## src/rtl/demux_pkg.sv

```systemverilog
// rtl/demux_pkg.sv - shared widths, data type and decode/count helpers for the 1:16 demux
package demux_pkg;

    localparam int DATA_W = 32;
    localparam int NCH    = 16;
    localparam int SEL_W  = 4;

    typedef logic [DATA_W-1:0] data_t;

    // One-hot decode of a channel index.
    function automatic logic [NCH-1:0] onehot16(input logic [SEL_W-1:0] sel);
        logic [NCH-1:0] hot;
        hot      = '0;
        hot[sel] = 1'b1;
        return hot;
    endfunction

    // Number of set bits; used for occupancy increments and decrements.
    function automatic logic [SEL_W:0] popcount(input logic [NCH-1:0] v);
        logic [SEL_W:0] cnt;
        cnt = '0;
        for (int i = 0; i < NCH; i++) begin
            cnt = cnt + {{SEL_W{1'b0}}, v[i]};
        end
        return cnt;
    endfunction

endpackage

```

## src/rtl/demux_1to16_32bit_buf_if.sv

```systemverilog
// rtl/demux_1to16_32bit_buf_if.sv - producer/consumer bus of the demux (in_bcast only with DEMUX_BCAST_EN)
interface demux_1to16_32bit_buf_if;
    import demux_pkg::*;

    logic                  in_valid;
    logic                  in_ready;
    logic [SEL_W-1:0]      in_sel;
    data_t                 in_data;
`ifdef DEMUX_BCAST_EN
    logic                  in_bcast;
`endif
    logic [NCH-1:0]        out_valid;
    logic [NCH*DATA_W-1:0] out_data;
    logic [NCH-1:0]        out_ack;
    logic [SEL_W:0]        out_occ;

`ifdef DEMUX_BCAST_EN
    modport master (output in_valid, in_sel, in_data, in_bcast, out_ack,
                    input  in_ready, out_valid, out_data, out_occ);
    modport slave  (input  in_valid, in_sel, in_data, in_bcast, out_ack,
                    output in_ready, out_valid, out_data, out_occ);
`else
    modport master (output in_valid, in_sel, in_data, out_ack,
                    input  in_ready, out_valid, out_data, out_occ);
    modport slave  (input  in_valid, in_sel, in_data, out_ack,
                    output in_ready, out_valid, out_data, out_occ);
`endif

endinterface

```

## src/rtl/demux_slot.sv

```systemverilog
// rtl/demux_slot.sv - one-entry holding register for a single output channel
module demux_slot
    import demux_pkg::*;
(
    input  logic  clk,
    input  logic  rst_n,
    input  logic  load,
    input  logic  ack,
    input  data_t data_in,
    output logic  valid,
    output data_t data
);

    // Load wins over ack so a refill on the ack cycle leaves no bubble; an ack on an empty slot is a no-op.
    always_ff @(posedge clk or negedge rst_n) begin
        if (!rst_n) begin
            valid <= 1'b0;
        end else if (load) begin
            valid <= 1'b1;
        end else if (ack) begin
            valid <= 1'b0;
        end
    end

    // Data is only written on load and keeps its last value after the consumer takes it.
    always_ff @(posedge clk or negedge rst_n) begin
        if (!rst_n) begin
            data <= '0;
        end else if (load) begin
            data <= data_in;
        end
    end

endmodule

```

## src/rtl/demux_1to16_32bit_buf.sv

```systemverilog
// rtl/demux_1to16_32bit_buf.sv - 1:16 32-bit demux with per-channel holding registers; DEMUX_BCAST_EN adds broadcast
module demux_1to16_32bit_buf
    import demux_pkg::*;
(
    input logic                     clk,
    input logic                     rst_n,
    demux_1to16_32bit_buf_if.slave  bus
);

    logic [NCH-1:0]        valid_q;
    data_t                 slot_data [NCH];
    logic [NCH-1:0]        slot_free;
    logic [NCH-1:0]        sel_hot;
    logic [NCH-1:0]        load;
    logic                  accept;
    logic [SEL_W:0]        occ_q;
    logic [SEL_W:0]        occ_inc;
    logic [SEL_W:0]        occ_dec;
    logic [NCH*DATA_W-1:0] out_data_w;

    assign sel_hot   = onehot16(bus.in_sel);
    assign slot_free = ~valid_q | bus.out_ack;

`ifdef DEMUX_BCAST_EN
    logic bcast;
    assign bcast        = bus.in_valid & bus.in_bcast;
    assign bus.in_ready = bcast ? &slot_free : slot_free[bus.in_sel];
    assign accept       = bus.in_valid & bus.in_ready;
    assign load         = accept ? (bcast ? {NCH{1'b1}} : sel_hot) : '0;
`else
    assign bus.in_ready = slot_free[bus.in_sel];
    assign accept       = bus.in_valid & bus.in_ready;
    assign load         = {NCH{accept}} & sel_hot;
`endif

    for (genvar k = 0; k < NCH; k++) begin : g_slot
        demux_slot u_slot (
            .clk     (clk),
            .rst_n   (rst_n),
            .load    (load[k]),
            .ack     (bus.out_ack[k]),
            .data_in (bus.in_data),
            .valid   (valid_q[k]),
            .data    (slot_data[k])
        );
    end

    // Pack the per-channel registers onto the flat output bus.
    always_comb begin
        out_data_w = '0;
        for (int k = 0; k < NCH; k++) begin
            out_data_w[k*DATA_W +: DATA_W] = slot_data[k];
        end
    end

    assign bus.out_valid = valid_q;
    assign bus.out_data  = out_data_w;

    // Slots filled from empty add one; acked slots that are not refilled the same cycle remove one.
    assign occ_inc = popcount(load & ~valid_q);
    assign occ_dec = popcount(bus.out_ack & valid_q & ~load);

    // Registered occupancy count; stays within 0..NCH because it tracks valid_q exactly.
    always_ff @(posedge clk or negedge rst_n) begin
        if (!rst_n) begin
            occ_q <= '0;
        end else begin
            occ_q <= occ_q + occ_inc - occ_dec;
        end
    end

    assign bus.out_occ = occ_q;

endmodule

```

## src/flat_wrapper.sv

```systemverilog
// flat-port wrapper written by rule: the top's interface ports become plain ports
module demux_1to16_32bit_buf_flat import demux_pkg::*;
  (clk, rst_n, bus_in_valid, bus_in_sel, bus_in_data, bus_out_ack, bus_in_ready, bus_out_valid, bus_out_data, bus_out_occ);
  demux_1to16_32bit_buf_if bus_i ();
  input logic clk;
  input logic rst_n;
  input wire logic [$bits(bus_i.in_valid)-1:0] bus_in_valid;
  input wire logic [$bits(bus_i.in_sel)-1:0] bus_in_sel;
  input wire logic [$bits(bus_i.in_data)-1:0] bus_in_data;
  input wire logic [$bits(bus_i.out_ack)-1:0] bus_out_ack;
  output wire logic [$bits(bus_i.in_ready)-1:0] bus_in_ready;
  output wire logic [$bits(bus_i.out_valid)-1:0] bus_out_valid;
  output wire logic [$bits(bus_i.out_data)-1:0] bus_out_data;
  output wire logic [$bits(bus_i.out_occ)-1:0] bus_out_occ;
  assign bus_i.in_valid = bus_in_valid;
  assign bus_i.in_sel = bus_in_sel;
  assign bus_i.in_data = bus_in_data;
  assign bus_i.out_ack = bus_out_ack;
  assign bus_in_ready = bus_i.in_ready;
  assign bus_out_valid = bus_i.out_valid;
  assign bus_out_data = bus_i.out_data;
  assign bus_out_occ = bus_i.out_occ;
  demux_1to16_32bit_buf u_core (.clk(clk), .rst_n(rst_n), .bus(bus_i));
endmodule
```

## config.mk

```make
export PLATFORM = sky130hd
export DESIGN_NAME = demux_1to16_32bit_buf_flat
export DESIGN_NICKNAME = d
export VERILOG_FILES = /design/src/rtl/demux_pkg.sv /design/src/rtl/demux_1to16_32bit_buf_if.sv /design/src/rtl/demux_slot.sv /design/src/rtl/demux_1to16_32bit_buf.sv /design/src/flat_wrapper.sv
export SDC_FILE = /design/constraint.sdc
export NUM_CORES = 1
export LEC_CHECK = 0
export BUFFER_PORTS_ARGS = -buffer_cell sky130_fd_sc_hd__buf_2
export CORE_ASPECT_RATIO = 2
export CORE_MARGIN = 1
export CORE_UTILIZATION = 45
export CTS_BUF_LIST = sky130_fd_sc_hd__clkbuf_16
export DETAILED_ROUTE_END_ITERATION = 10
export PLACE_DENSITY = 0.75
export REMOVE_ABC_BUFFERS = 1
export SLEW_MARGIN = 20
export SYNTH_ARGS = -nofsm -noshare
export SYNTH_HDL_FRONTEND = slang
export SYNTH_HIERARCHICAL = 1
export SYNTH_SLANG_ARGS = --single-unit
```

## constraint.sdc

```tcl
create_clock -name clk -period 10.8 [get_ports clk]
set_input_delay 2.7 -clock clk [delete_from_list [all_inputs] [get_ports clk]]
set_output_delay 2.7 -clock clk [all_outputs]
set_load 0.02 [all_outputs]
```

### Yosys cells after proc, flatten, opt, wreduce, memory -nomap -nowiden

Index checks and enable logic that the tools add are counted.

| storage, ports and cells | value |
|---|---|
| bits in registers | 533 |
| bits in latches | 0 |
| RAM bits | 0 |
| memory bits (read-only) | 0 |
| output and inout bits | 534 |
| word-level logic and storage cells | 128 |
| memories | 0 |

| operators by class | value |
|---|---|
| add/subtract/negate cells | 32 |
| $mul | 0 |
| divide/modulo/power cells | 0 |
| $lt $le $gt $ge | 2 |
| equality and inequality tests | 0 |
| shift operators | 0 |
| mux-type cells | 36 |
| bitwise operators | 8 |
| reduce and logical (&&, ||, !) cells | 17 |

Operators with widths:

| operator | count |
|---|---|
| $add 5x1->5 | 28 |
| $and 16x16->16 | 4 |
| $mux 1 | 34 |
| $not 16->16 | 2 |
| $reduce_bool 2->1 | 16 |
| $or 16x16->16 | 1 |
| $add 5x5->5 | 1 |
| $lt 4x5->1 const B | 1 |
| $sub 5x5->5 | 1 |
| $add 1x1->2 | 2 |
| $bmux 1 s4 | 1 |
| $demux 1 s4 | 1 |
| $ge 4x1->1 const B | 1 |
| $and 1x1->1 | 1 |
| $logic_and 1x1->1 | 1 |

### Longest topological paths before layout

| depth | value |
|---|---|
| depth after elaboration | 24 |
| depth in mapped cells | 22 |
| mapped depth without buffers | 20 |

### Modules after synthesis

The synthesis kept the hierarchy.

Modules (own cells, without submodules):

| module | instances | cells an instance | area each (µm²) | seq. area each (µm²) |
|---|---|---|---|---|
| demux_slot | 16 | 71 | 1377.6 | 825.8 |
| demux_1to16_32bit_buf | 1 | 183 | 1704.1 | 125.1 |

### Least setup slack after synthesis

No wires, ideal clock.

| timing path | value |
|---|---|
| kind | input -> register |
| start | input port bus_in_sel[1] |
| end | register u_core.occ_q[4] (netlist: u_core/bus.out_occ[4]) |
| data arrival time | 7346 ps |
| path slack | 3329 ps |
| stages | 18 |
| cell sequence | buf_6 -> nand2_2 -> o21ai_2 -> a311o_2 -> o211a_1 -> fa_1 -> inv_1 -> fa_1 -> fa_1 -> fa_1 -> fa_1 -> inv_1 -> fa_1 -> inv_1 -> ha_1 -> a21o_1 -> a21oi_1 -> xnor2_1 |

| on the way | value |
|---|---|
| word-level cells in the longest chain between the ends | 23 |
| elaborated cells between the ends (all ways) | 44 |
| those cells by class | add/sub: 32; order compare: 2; mux: 4; bitwise: 5; reduce/logical: 1 |

Ends and longest elaborated chain:

| element | line | RTL |
|---|---|---|
| from (decl) | flat_wrapper.sv:8 | `input wire logic [$bits(bus_i.in_sel)-1:0] bus_in_sel;` |
| $lt 4x5->1 (implied by the code) or $ge 4x1->1 (tied branches) | demux_pkg.sv:14 | `hot[sel] = 1'b1;` |
| $logic_and 1x1->1 (implied by the code) | demux_pkg.sv:14 |  |
| $mux 1 (implied by the code) | demux_pkg.sv:14 |  |
| $demux 1 s4 | -- |  |
| $and 16x16->16 (*) | demux_1to16_32bit_buf.sv:33 | `assign load = {NCH{accept}} & sel_hot;` |
| $and 16x16->16 or $not 16->16 (tied branches) | demux_1to16_32bit_buf.sv:60, demux_1to16_32bit_buf.sv:61 |  |
| $add 1x1->2 or $and 16x16->16 (tied branches) | demux_pkg.sv:23, demux_1to16_32bit_buf.sv:61 |  |
| $add 5x1->5 or $add 1x1->2 (tied branches) | demux_pkg.sv:23 | `cnt = cnt + {{SEL_W{1'b0}}, v[i]};` |
| $add 5x1->5 (13 in a row) | demux_pkg.sv:23 |  |
| $add 5x5->5 or $add 5x1->5 (tied branches) | demux_1to16_32bit_buf.sv:68, demux_pkg.sv:23 |  |
| $sub 5x5->5 (*) | demux_1to16_32bit_buf.sv:68 | `occ_q <= occ_q + occ_inc - occ_dec;` |
| to (signal assigned) | demux_1to16_32bit_buf.sv:68 |  |
| to (decl) | demux_1to16_32bit_buf.sv:16 | `logic [SEL_W:0] occ_q;` |

Mark *: on every way between the ends. The rest lies on a longest branch, timed or not. The select of a mux whose other input is x is not followed.
A chain may end at the register's enable or synchronous reset.

### Worst setup path after layout

| timing path | value |
|---|---|
| start | input port bus_in_sel[0] |
| end | register u_core.occ_q[2] (netlist: u_core/bus.out_occ[2]) |

The elaborated chain is that of the path after synthesis.

==> flow_summary.ini <==
[setup_path]
worstReg2RegStart = u_core/g_slot[0].u_slot/valid$_DFFE_PN0P_
cp_cell_sequence = buf_2 > nor2b_1 > nand2_1 > o311a_1 > fa_1 > inv_1 > fa_1 > fa_1 > fa_1 > fa_1 > inv_1 > fa_1 > inv_1 > ha_1 > inv_1 > fa_1 > inv_1
reg2reg_depth = 17
r2r-end = u_core/bus.out_occ[2]$_DFF_PN0_
path_buf_inv = 6
startpoint_type = input pin
crit_arrival_ns = 8.36
critical_path.top_delay_family = adder cells
cp_slowest_stage_delay_ns = 0.56
cpMostUsedCell = fa_1
cpMaxStageDelayCell = fa_1
critPathKind = in2reg
required_ns = 11.26
end_kind = flip-flop
r2r_slack_ns = 5.15
critPathMaxFanout = 17

[clock_network]
h-tree-depth = 2
cts.reportedPaths.clkPinSlew_ns = 0.08
cts.repair.resized = 0
cts_root_buffer = clkbuf_16
cts_buffers = 46
cts_setup_buffers = 0
cts_tree = yes
cts.path.max_buffers = 3
insertion_delay_ns = 0.57
cts_sinks = 533
ctsHoldBuffers = 0

[place]
portBuffers = 588
pre_cts_ws_ns = 2.35
dpl_cell_area_mm2 = 0.0266
place_congestion = 0.899
hpwl_mm = 49.2

[timing]
hold_viol = 0
timing.final.max_slew_violations = 0
fin_crit_ns = 7.90
rsz0062_at_grt = false
hold_slack_ns = 0.504
fin_tns_setup_ns = 0
relSlewSlack_pct = 24.4
worst_slew_pin_slew_ns = 1.13
skew_ns = 0.0185
fmax_ghz = 0.127
setup_viol = 0
fin_crit_sh_pct = 73.2
fin_ws_ns = 2.90

[power]
leakagePower_nw = 14.3
ir_drop_mv = 0.187
power_density_mw_per_mm2 = 240
power.total_mw = 6.73

[logic_synthesis]
yosys_warnings = 6
synth_cells = 1319
synth_edf_count = 0
synth_seq_cells = 533
synth_cell_types = 49
synth_top_area_cell = dfrtp_1
yosysSeqAreaShare_pct = 56.2
synth_top_cell_area_share_pct = 56.2
synthArstFlopShare_pct = 100
synth.area.top_cells = dfrtp_1 (56%), mux2_4 (29%), buf_12 (4.0%)
netlist_area_mm2 = 0.0237
synth_flop_cell = dfrtp_1
syn-mean-instance-area_um2 = 18.0

[die]
io_pins = 589
initial_core_util_pct = 45.7
core_mm2 = 0.0520
die_h_um = 327
die_area_mm2 = 0.0537
rows = 118
die_w_um = 164

[layout]
syn2layout_area_growth_pct = 18.3
drive_above_1_share_pct = 62.8
insertedDiodeCount = 0
nets = 1999
postLayoutCellArea_mm2 = 0.0281

[routing]
vias_per_cell = 5.36
drc = 0
drt-initial-drc-count = 783
drt-total-wl_mm = 71.9
postRouteAntennaNets = 0
post_drt_wl_per_cell_um = 27.6
drtPass1Iterations = 4
vias = 13941

[hold_path]
hold_path_depth = 1
worstHoldStart = u_core/g_slot[6].u_slot/data[30]$_DFFE_PN0P_
hold_path_class = reg2reg
hold_path_end = u_core/g_slot[6].u_slot/data[30]$_DFFE_PN0P_

[grt]
grt_use_total_pct = 26.6
grt_max_degree = 163
grt_overflow = 0
antenna_found_initial = 1
grt_pass1_vias = 15263
grt_pass1_wl_mm = 104

[outcome]
status = finished, final reports clean

[flow_run]
max-cap-violations = 0
-- layer usage --
layer / part of all wire [%] / global-route usage [%] / up-vias
met2: 51 / 45.7 / 695
met4: 6.7 / 17.1 / 2
met1: 37 / 30.5 / 7273
met5: 0.018 / 0 / -
met3: 5.9 / 4.16 / 221
li1: - / - / 5750
-- registers in the layout, indices dropped and copies added, names as in the netlist --
name and cells:
u_core/g_slot.u_slot/valid 16, u_core/bus.out_occ 5, u_core/g_slot.u_slot/data 512
-- cell families (layout without fill, tap and decap cells) --
kind of cell / after synthesis / in the layout / share of synthesized area, %
flip-flops: 533 / 533 / 56.2
multiplexers: 512 / 512 / 31.6
buffers and inverters: 125 / 749 / 5.89
AND/OR/NAND/NOR: 62 / 62 / 1.60
AO/OA/AOI/OAI: 43 / 43 / 1.64
adder cells (fa/ha/maj): 37 / 37 / 2.83
XOR/XNOR: 7 / 7 / 0.258
-- Yosys cell counts (all sizes together), types with 3 or more instances --
cell type    n
nor2        17
inv         55
a21o        17
nand2        6
fa          28
nand3        3
nand2b       4
or3          6
o211ai       7
nor4         5
ha           9
o211a        8
dfrtp      533
mux2       512
buf         68
nor3         6
xnor2        6
nand3b       3
-- per-stage QoR --
stage / instances / util (%)
6_report: 2603 / 54.1
5_1_grt: 2603 / 54.1
4_1_cts: 2602 / 54.0
3_5_place_dp: 2518 / 51.3
3_3_place_gp: 2518 / 51.3
2_1_floorplan: 1249 / -
-- power by group --
| group | switching, mW | leakage [nW] | internal, mW | total [mW] |
|---|---|---|---|---|
| combinational | 1.31 | 6.97 | 1.06 | 2.37 |
| sequential | 0.290 | 6.56 | 2.47 | 2.76 |
| clock | 0.758 | 0.738 | 0.846 | 1.60 |
| total | 2.36 | 14.3 | 4.38 | 6.73 |
-- final cells by class --
cell class | instances | area (um2)
Fill cell | 4218 | 23900
Sequential cell | 533 | 13300
Multi-Input combinational cell | 661 | 9130
Timing Repair Buffer | 610 | 3160
Clock buffer | 47 | 1180
Tap cell | 660 | 826
Clock inverter | 37 | 251
Inverter | 55 | 206
-- worst max path at each step --
stage | startpoint | depth (start not counted) | to
5_1_grt | bus_in_sel[0] | 17 | u_core/bus.out_occ[4]$_DFF_PN0_
6_report | bus_in_sel[0] | 17 | u_core/bus.out_occ[2]$_DFF_PN0_
3_3_place_gp | bus_in_sel[0] | 17 | u_core/bus.out_occ[4]$_DFF_PN0_
4_1_cts | bus_in_sel[0] | 17 | u_core/bus.out_occ[2]$_DFF_PN0_
3_5_place_dp | bus_in_sel[0] | 17 | u_core/bus.out_occ[3]$_DFF_PN0_
2_1_floorplan | bus_in_sel[0] | 16 | u_core/bus.out_occ[4]$_DFF_PN0_
-- cell usage in the layout (no fill, tap or decap), types with 8 or more instances in the layout --
cell / instances
buf_2: 587
clkinv_2: 11
fa_1: 28
a21o_1: 17
mux2_2: 48
clkinv_1: 8
clkbuf_16: 47
buf_4: 19
dfrtp_1: 533
mux2_4: 464
ha_1: 9
inv_1: 62
o211a_1: 8
nor2_4: 16
No activity file was read; power rests on OpenSTA's default activity.
